--- src/rtl/serial_cmp_pkg.sv ---
// Shared types and constants for the serial magnitude comparator.
package serial_cmp_pkg;

    typedef enum logic [1:0] {
        ST_IDLE = 2'd0,
        ST_RUN  = 2'd1,
        ST_DONE = 2'd2
    } cmp_state_t;

    // One-hot result encoding, bit order {gt, eq, lt}
    localparam logic [2:0] RES_GT = 3'b100;
    localparam logic [2:0] RES_EQ = 3'b010;
    localparam logic [2:0] RES_LT = 3'b001;

endpackage

--- src/rtl/cmp_slice_2bit.sv ---
// Combinational 2-bit magnitude comparator slice.
module cmp_slice_2bit (
    input  logic [1:0] i_a,
    input  logic [1:0] i_b,
    output logic       o_gt,
    output logic       o_eq,
    output logic       o_lt
);

    assign o_gt = (i_a > i_b);
    assign o_eq = (i_a == i_b);
    assign o_lt = (i_a < i_b);

endmodule

--- src/rtl/serial_mag_compare.sv ---
// Multi-cycle WIDTH-bit magnitude comparator, one 2-bit digit per cycle, MSB first.
// Define SERIAL_CMP_SIGNED_EN for two's-complement operands.
module serial_mag_compare
    import serial_cmp_pkg::*;
#(
    parameter int WIDTH = 8
) (
    input  logic             clk,
    input  logic             rst,
    input  logic             start_valid,
    output logic             start_ready,
    input  logic [WIDTH-1:0] a_in,
    input  logic [WIDTH-1:0] b_in,
    output logic             res_valid,
    input  logic             res_ready,
    output logic             a_gt_b,
    output logic             a_eq_b,
    output logic             a_lt_b,
    output logic             busy
);

    localparam int DIGITS = WIDTH / 2;
    localparam int IDX_W  = (DIGITS > 1) ? $clog2(DIGITS) : 1;

    cmp_state_t       r_state;
    cmp_state_t       w_state_next;
    logic [WIDTH-1:0] r_a;
    logic [WIDTH-1:0] r_b;
    logic [IDX_W-1:0] r_idx;
    logic [2:0]       r_flags;

    logic [WIDTH-1:0] w_a_cap;
    logic [WIDTH-1:0] w_b_cap;
    logic [1:0]       w_a_dig;
    logic [1:0]       w_b_dig;
    logic             w_gt;
    logic             w_eq;
    logic             w_lt;
    logic             w_last;

`ifdef SERIAL_CMP_SIGNED_EN
    // Flipping the sign bit maps two's-complement order onto unsigned order
    localparam logic [WIDTH-1:0] SIGN_FLIP = {1'b1, {(WIDTH-1){1'b0}}};
    assign w_a_cap = a_in ^ SIGN_FLIP;
    assign w_b_cap = b_in ^ SIGN_FLIP;
`else
    assign w_a_cap = a_in;
    assign w_b_cap = b_in;
`endif

    assign w_a_dig = r_a[{r_idx, 1'b0} +: 2];
    assign w_b_dig = r_b[{r_idx, 1'b0} +: 2];
    assign w_last  = (r_idx == '0);

    cmp_slice_2bit u_slice (
        .i_a  (w_a_dig),
        .i_b  (w_b_dig),
        .o_gt (w_gt),
        .o_eq (w_eq),
        .o_lt (w_lt)
    );

    always_ff @(posedge clk) begin
        if (rst) begin
            r_state <= ST_IDLE;
        end else begin
            r_state <= w_state_next;
        end
    end

    always_comb begin
        w_state_next = r_state;
        case (r_state)
            ST_IDLE: if (start_valid)               w_state_next = ST_RUN;
            ST_RUN:  if (!w_eq || w_last)           w_state_next = ST_DONE;
            ST_DONE: if (res_ready)                 w_state_next = ST_IDLE;
            default:                                w_state_next = ST_IDLE;
        endcase
    end

    always_ff @(posedge clk) begin
        if (rst) begin
            r_a     <= '0;
            r_b     <= '0;
            r_idx   <= '0;
            r_flags <= '0;
        end else begin
            case (r_state)
                ST_IDLE: begin
                    if (start_valid) begin
                        r_a     <= w_a_cap;
                        r_b     <= w_b_cap;
                        r_idx   <= IDX_W'(DIGITS - 1);
                        r_flags <= '0;
                    end
                end
                ST_RUN: begin
                    if (w_gt) begin
                        r_flags <= RES_GT;
                    end else if (w_lt) begin
                        r_flags <= RES_LT;
                    end else if (w_last) begin
                        r_flags <= RES_EQ;
                    end else begin
                        r_idx <= r_idx - IDX_W'(1);
                    end
                end
                default: ;
            endcase
        end
    end

    assign start_ready = (r_state == ST_IDLE);
    assign res_valid   = (r_state == ST_DONE);
    assign busy        = (r_state != ST_IDLE);
    assign a_gt_b      = r_flags[2];
    assign a_eq_b      = r_flags[1];
    assign a_lt_b      = r_flags[0];

endmodule

--- config.mk ---
export PLATFORM = sky130hd
export DESIGN_NAME = serial_mag_compare
export DESIGN_NICKNAME = d
export VERILOG_FILES = /design/src/rtl/serial_cmp_pkg.sv /design/src/rtl/cmp_slice_2bit.sv /design/src/rtl/serial_mag_compare.sv
export SDC_FILE = /design/constraint.sdc
export NUM_CORES = 1
export LEC_CHECK = 0
export ABC_CLOCK_PERIOD_IN_PS = 3900
export BUFFER_PORTS_ARGS = -buffer_cell sky130_fd_sc_hd__buf_2
export CORE_AREA = 8 8 59 61
export DETAILED_ROUTE_END_ITERATION = 12
export DIE_AREA = 0 0 67 69
export HOLD_SLACK_MARGIN = 0.1
export PLACE_DENSITY = 0.69
export SETUP_SLACK_MARGIN = 0.05
export SLEW_MARGIN = 20
export SYNTH_ARGS = -nofsm -noshare
export SYNTH_HDL_FRONTEND = slang
export SYNTH_SLANG_ARGS = --single-unit
--- constraint.sdc ---
create_clock -name clk -period 3.9 [get_ports clk]
set_clock_uncertainty 0.2 [all_clocks]
set_input_delay 0.39 -clock clk [delete_from_list [all_inputs] [get_ports clk]]
set_output_delay 0.39 -clock clk [all_outputs]
set_load 0.05 [all_outputs]
==> results of run 1 <==
==> worst max path at each step <==
stage | startpoint | depth (start not counted) | endpoint | slack (ns)
after global routing | r_idx[0]$_SDFFE_PP0P_ | 5 | r_flags[2]$_SDFFE_PP0P_ | 1.31
after detailed placement | r_idx[0]$_SDFFE_PP0P_ | 5 | r_idx[0]$_SDFFE_PP0P_ | 1.45
after global placement | r_idx[0]$_SDFFE_PP0P_ | 5 | r_idx[0]$_SDFFE_PP0P_ | 1.51
after floorplan | r_idx[0]$_SDFFE_PP0P_ | 7 | r_idx[0]$_SDFFE_PP0P_ | 1.55
final | r_idx[0]$_SDFFE_PP0P_ | 5 | r_idx[0]$_SDFFE_PP0P_ | 1.43
after CTS | r_idx[0]$_SDFFE_PP0P_ | 5 | r_idx[0]$_SDFFE_PP0P_ | 1.42
==> sequential cells by signal (all words and copies together), names as in the netlist <==
name,cells
r_idx,2
r_state,2
r_flags,3
r_b,8
r_a,8
==> kinds of logic after synthesis <==
family / after synthesis / synth area share
AND/OR/NAND/NOR: 49 / 0.216
AO/OA/AOI/OAI: 28 / 0.160
flip-flops: 23 / 0.416
buffers and inverters: 16 / 0.0836
multiplexers: 5 / 0.0904
adder cells (fa/ha/maj): 3 / 0.0339
==> worst max-delay path: stages, from the launching register on <==
cell     delay, ns
dfxtp_1       0.53
mux4_2        0.57
ha_1          0.35
and3b_1       0.25
and2_1        0.19
o311a_1       0.28
==> metrics by stage <==
step,setup WS [ns],instances,util,hold slack [ns]
after floorplan,1.55,124,-,0.233
after global placement,1.51,171,0.461,0.244
after detailed placement,1.45,171,0.461,0.248
after CTS,1.42,179,0.486,0.103
after global routing,1.31,179,0.486,0.102
final,1.43,179,0.486,0.117
==> layer usage <==
layer,vias up,track usage,wire [um]
met2,13,0.165,1170
met4,0,0.0349,13
met1,424,0.116,1000
met3,2,0.0307,110
met5,-,0,0
li1,471,-,-
==> layout by cell type (no fill, tap or decap) <==
cell / count
inv_1: 7
buf_2: 25
mux2i_1: 1
o311a_1: 1
nand2_1: 35
o31a_1: 1
nor3_1: 1
o2111ai_1: 1
nand4_1: 1
and3b_1: 1
nor2b_1: 1
mux4_2: 4
clkbuf_1: 1
clkbuf_4: 3
nor2_1: 1
dfxtp_1: 23
o21ai_0: 1
a311oi_1: 2
o21bai_1: 1
or2_2: 1
o211a_1: 1
nand2b_1: 1
o32ai_1: 1
a41o_1: 1
ha_1: 3
dlygate4sd3_1: 4
nor2b_2: 1
a21oi_1: 17
a31oi_1: 1
nand2_2: 1
and2_1: 1
nor3b_4: 1
and2b_1: 1
or3b_1: 2
==> area by class of cell <==
class                           instances  area (sq um)
Clock buffer                            4          26.3
Fill cell                             271          1340
Inverter                                7          26.3
Multi-Input combinational cell         85           554
Sequential cell                        23           460
Tap cell                               31          38.8
Timing Repair Buffer                   29           165
==> report_power, final <==
group / leakage, uW / internal, uW / switching (uW) / total [uW]
logic: 0.000336 / 76.9 / 112 / 189
clock network: 0.0000150 / 39.8 / 67.6 / 107
registers: 0.000189 / 260 / 25.9 / 286
total: 0.000540 / 377 / 206 / 583
==> timing repair <==
| item | 4_1_cts | 5_1_grt |
|---|---|---|
| endpoints found under the hold margin | 4 | 0 |
| gates resized for setup | 0 | 0 |
| hold buffers | 4 | 0 |
==> flow_metrics.tcl, run 1 <==
set metrics [dict create \
    post_dp_area_sq_um 1200 \
    worst_slew_margin_rel 0.545 \
    maximum_number_of_pins_on_one_net_before_global_route_repair 22 \
    clkLatencyLatePin_ns 0.30 \
    hpwl_um 1670 \
    arrival_ns 2.48 \
    port-buffer-count 25 \
    p_leak_uw 0.000540 \
    core_area_sq_um 2620 \
    slew_viol_final 0 \
    vias_per_cell 5.08 \
    worst_hold_path.num_cells 3 \
    tightest_slew_ns 0.681 \
    run_status "completed" \
    synthDominantCellAreaShare 0.416 \
    synth-seq-cells 23 \
    synth_edf_count 0 \
    pwr_density_cell_nw_per_um2 458 \
    worst-setup-path-type "register to register" \
    clk_pin_slew_ns 0.13 \
    setup_total_negative_slack_ns 0 \
    total_die_area_sq_um 4620 \
    syn_to_layout_area_delta_pct 14.8 \
    fin_area_sq_um 1270 \
    r2r_setup_slack_ns 1.43 \
    timing.fmax_ghz 0.406 \
    post_layout_min_period_ns 2.47 \
    synthesis.instances 124 \
    worst_hold_path_type "primary input to register" \
    net_count_after_synthesis 147 \
    yosys.cell_count.top_type "nand2_1" \
    rsz_0062_raised_after_global_routing "no" \
    cts_root_buf "clkbuf_4" \
    worst-r2r-cell-count 5 \
    power.ir.vdd_worst_mv 0.231 \
    ys_async_rst_share 0 \
    final_hold_viol_count 0 \
    die_h_um 69 \
    gr-total-overflow 0 \
    number_of_buffers_created_by_cts 3 \
    timing.hold.worst_endpoint "r_b[4]$_SDFFE_PP0P_" \
    place.gp.congestion 0.821 \
    critical_path.reg2reg.startpoint "r_idx[0]$_SDFFE_PP0P_" \
    wirelength_um 2300 \
    hold_path_startpoint "b_in[4]" \
    route.detailed.drc 0 \
    max_cap_viol_count 0 \
    grt_antenna_before_repair 0 \
    io_pins 26 \
    final.period_utilization 0.632 \
    top_post_synthesis_cells_by_area "dfxtp_1 (42%), nand2_1 (12%), mux4_2 (8.1%)" \
    total_power_uw 583 \
    start_kind "register" \
    cts_max_level 1 \
    first_pass_grt_wire_length_um 3770 \
    timing.rr.end "r_idx[0]$_SDFFE_PP0P_" \
    die-width_um 67 \
    cts.sinks 23 \
    path_max_fanout 7 \
    cts_tree "done" \
    final-setup-viol-count 0 \
    routed_wire_length_per_instance_um 12.8 \
    synth_ff_type "dfxtp_1" \
    detail_route.first_pass.iterations 3 \
    initial_core_utilization 0.423 \
    netlist_cell_types 35 \
    row_count 19 \
    detail-route-antenna-nets 0 \
    post_synth.cell_area_avg_sq_um 8.93 \
    globalRouteTotalUtil 0.0995 \
    max-clock-path-buffers 2 \
    post-cts-setup-buffers 0 \
    layout_cells_sized_above_1 0.243 \
    synth_sequential_area_ratio 0.416 \
    synth.cells.most_frequent "nand2_1 (35), dfxtp_1 (23), a21oi_1 (17)" \
    grt_pass1_vias 872 \
    critical_path_required_ns 3.91 \
    synthDominantAreaCellType "dfxtp_1" \
    total_of_warnings_raised_by_yosys 0 \
    crit_path_end_kind "register" \
    vias 910 \
    insertedDiodeCount 0 \
    nets_final 172 \
    syn_area_sq_um 1110 \
    detailedRoute.firstIterationViolations 19 \
]
No activity file was read; power rests on OpenSTA's default activity.
==> inputs of run 2 (changes only) <==
--- a/config.mk
+++ b/config.mk
@@ -5,7 +5,7 @@
 export SDC_FILE = /design/constraint.sdc
 export NUM_CORES = 1
 export LEC_CHECK = 0
-export ABC_CLOCK_PERIOD_IN_PS = 3900
+export ABC_CLOCK_PERIOD_IN_PS = 2300
 export BUFFER_PORTS_ARGS = -buffer_cell sky130_fd_sc_hd__buf_2
 export CORE_AREA = 8 8 59 61
 export DETAILED_ROUTE_END_ITERATION = 12
==> constraint.sdc (replaced) <==
create_clock -name clk -period 2.3 [get_ports clk]
set_clock_uncertainty 0.2 [all_clocks]
set_input_delay 0.23 -clock clk [delete_from_list [all_inputs] [get_ports clk]]
set_output_delay 0.23 -clock clk [all_outputs]
set_load 0.05 [all_outputs]
==> flow_metrics.tcl, run 2 (same netlist as run 1, synthesis figures left out) <==
set metrics [dict create \
    die_h_um 69 \
    final.period_utilization 0.941 \
    final-setup-viol-count 0 \
    post-route-util 0.571 \
    grt_antenna_before_repair 0 \
    max_cap_viol_count 0 \
    port-buffer-count 25 \
    post_layout_min_period_ns 2.16 \
    fin_area_sq_um 1490 \
    detail-route-antenna-nets 0 \
    power.ir.vdd_worst_mv 0.491 \
    core_area_sq_um 2620 \
    number_of_buffers_created_by_cts 3 \
    worst-setup-path-type "register to register" \
    layout_cells_sized_above_1 0.286 \
    total_die_area_sq_um 4620 \
    detailedRoute.firstIterationViolations 45 \
    hpwl_um 1870 \
    worst_slew_margin_rel 0.637 \
    timing.fmax_ghz 0.462 \
    cts.sinks 23 \
    tightest_slew_ns 0.544 \
    maximum_number_of_pins_on_one_net_before_global_route_repair 22 \
    rsz_0062_raised_after_global_routing "no" \
    io_pins 26 \
    clkLatencyLatePin_ns 0.31 \
    max-clock-path-buffers 2 \
    arrival_ns 2.17 \
    vias_per_cell 5.07 \
    post_dp_area_sq_um 1260 \
    initial_core_utilization 0.423 \
    clk_pin_slew_ns 0.11 \
    preCtsSetupSlack_ns -0.0171 \
    slew_viol_final 0 \
    p_leak_uw 0.000631 \
    cts_max_level 1 \
    worst_hold_path_type "register to register" \
    layout_setup_ws_ns 0.137 \
    gr-total-overflow 0 \
    hold_ws_ns 0.269 \
    place.gp.congestion 0.808 \
    syn_to_layout_area_delta_pct 34.8 \
    run_status "completed" \
    insertedDiodeCount 0 \
    pwr_density_cell_nw_per_um2 719 \
    die-width_um 67 \
    total_power_uw 1070 \
    detail_route.first_pass.iterations 4 \
    vias 1009 \
    final_hold_viol_count 0 \
    crit_path_end_kind "register" \
    mostFrequentLayoutCell "nand2_1" \
    post-cts-setup-buffers 0 \
    cts_tree "done" \
    row_count 19 \
    routed_wire_length_per_instance_um 12.9 \
    wirelength_um 2570 \
    first_pass_grt_wire_length_um 4310 \
    path_max_fanout 5 \
    cts_root_buf "clkbuf_4" \
    reg_top3 "r_a: 8 flops, r_b: 8 flops, r_flags: 3 flops" \
    critical_path_required_ns 2.31 \
    grt_pass1_vias 940 \
    nets_final 192 \
    route.detailed.drc 0 \
    start_kind "register" \
    globalRouteTotalUtil 0.118 \
    layout.cells.most_common_list "nand2_1 (35), buf_2 (25), dfxtp_1 (21), dlygate4sd3_1 (19), a21oi_1 (17)" \
]
[run 2: changes by cell type in the layout (fill, tap and decap cells not counted), sizes merged]
cell / change
dlygate4sd3: +15
buf: +5
[run 2: critical path, cell delays in order (launching register included)]
cell     delay [ns]
dfxtp_4        0.40
mux4_2         0.51
inv_2          0.09
ha_4           0.21
and3b_2        0.22
and2_4         0.16
o311a_1        0.27
[run 2: layer usage]
layer / track usage / wire (um) / vias up
met1: 0.133 / 1050 / 456
met5: 0 / 0 / -
met4: 0.0581 / 82 / 0
met2: 0.188 / 1270 / 32
met3: 0.0420 / 160 / 9
li1: - / - / 512
[run 2: through the flow]
stage,setup TNS [ns],instances
finish,0,199
global route,0,199
CTS,0,199
detailed placement,-0.0171,176
global placement,0,176
floorplan,0,124
[run 2: layout make-up]
cell class,instances,area (sq um)
sequential,23,465
clock buffer,4,26.3
tap,31,38.8
multi-input combinational,85,583
fill,240,1120
timing repair buffer,49,353
inverter,7,26.3
[run 2: worst paths after layout]
kind              depth (start not counted)               endpoint                  start  slack [ns]
setup / recovery                          6  r_idx[0]$_SDFFE_PP0P_  r_idx[0]$_SDFFE_PP0P_        0.14
hold / removal                            2    r_b[7]$_SDFFE_PP0P_    r_b[7]$_SDFFE_PP0P_        0.27
setup reg to reg                          6  r_idx[0]$_SDFFE_PP0P_  r_idx[0]$_SDFFE_PP0P_        0.14
hold reg to reg                           2    r_b[7]$_SDFFE_PP0P_    r_b[7]$_SDFFE_PP0P_        0.27
[run 2: what timing repair did]
action                                  in CTS  in global routing
resized for setup                            1                  5
hold buffers                                19                  0
pin swaps                                    0                  2
endpoints found under the setup margin       6                  6
gates cloned                                 0                  0
endpoints found under the hold margin       18                  0
[run 2: power breakdown]
part	leakage [uW]	internal, uW	total [uW]	switching [uW]
Sequential	0.000190	444	482	38.7
Combinational	0.000426	191	407	216
Clock	0.0000150	67.8	185	117
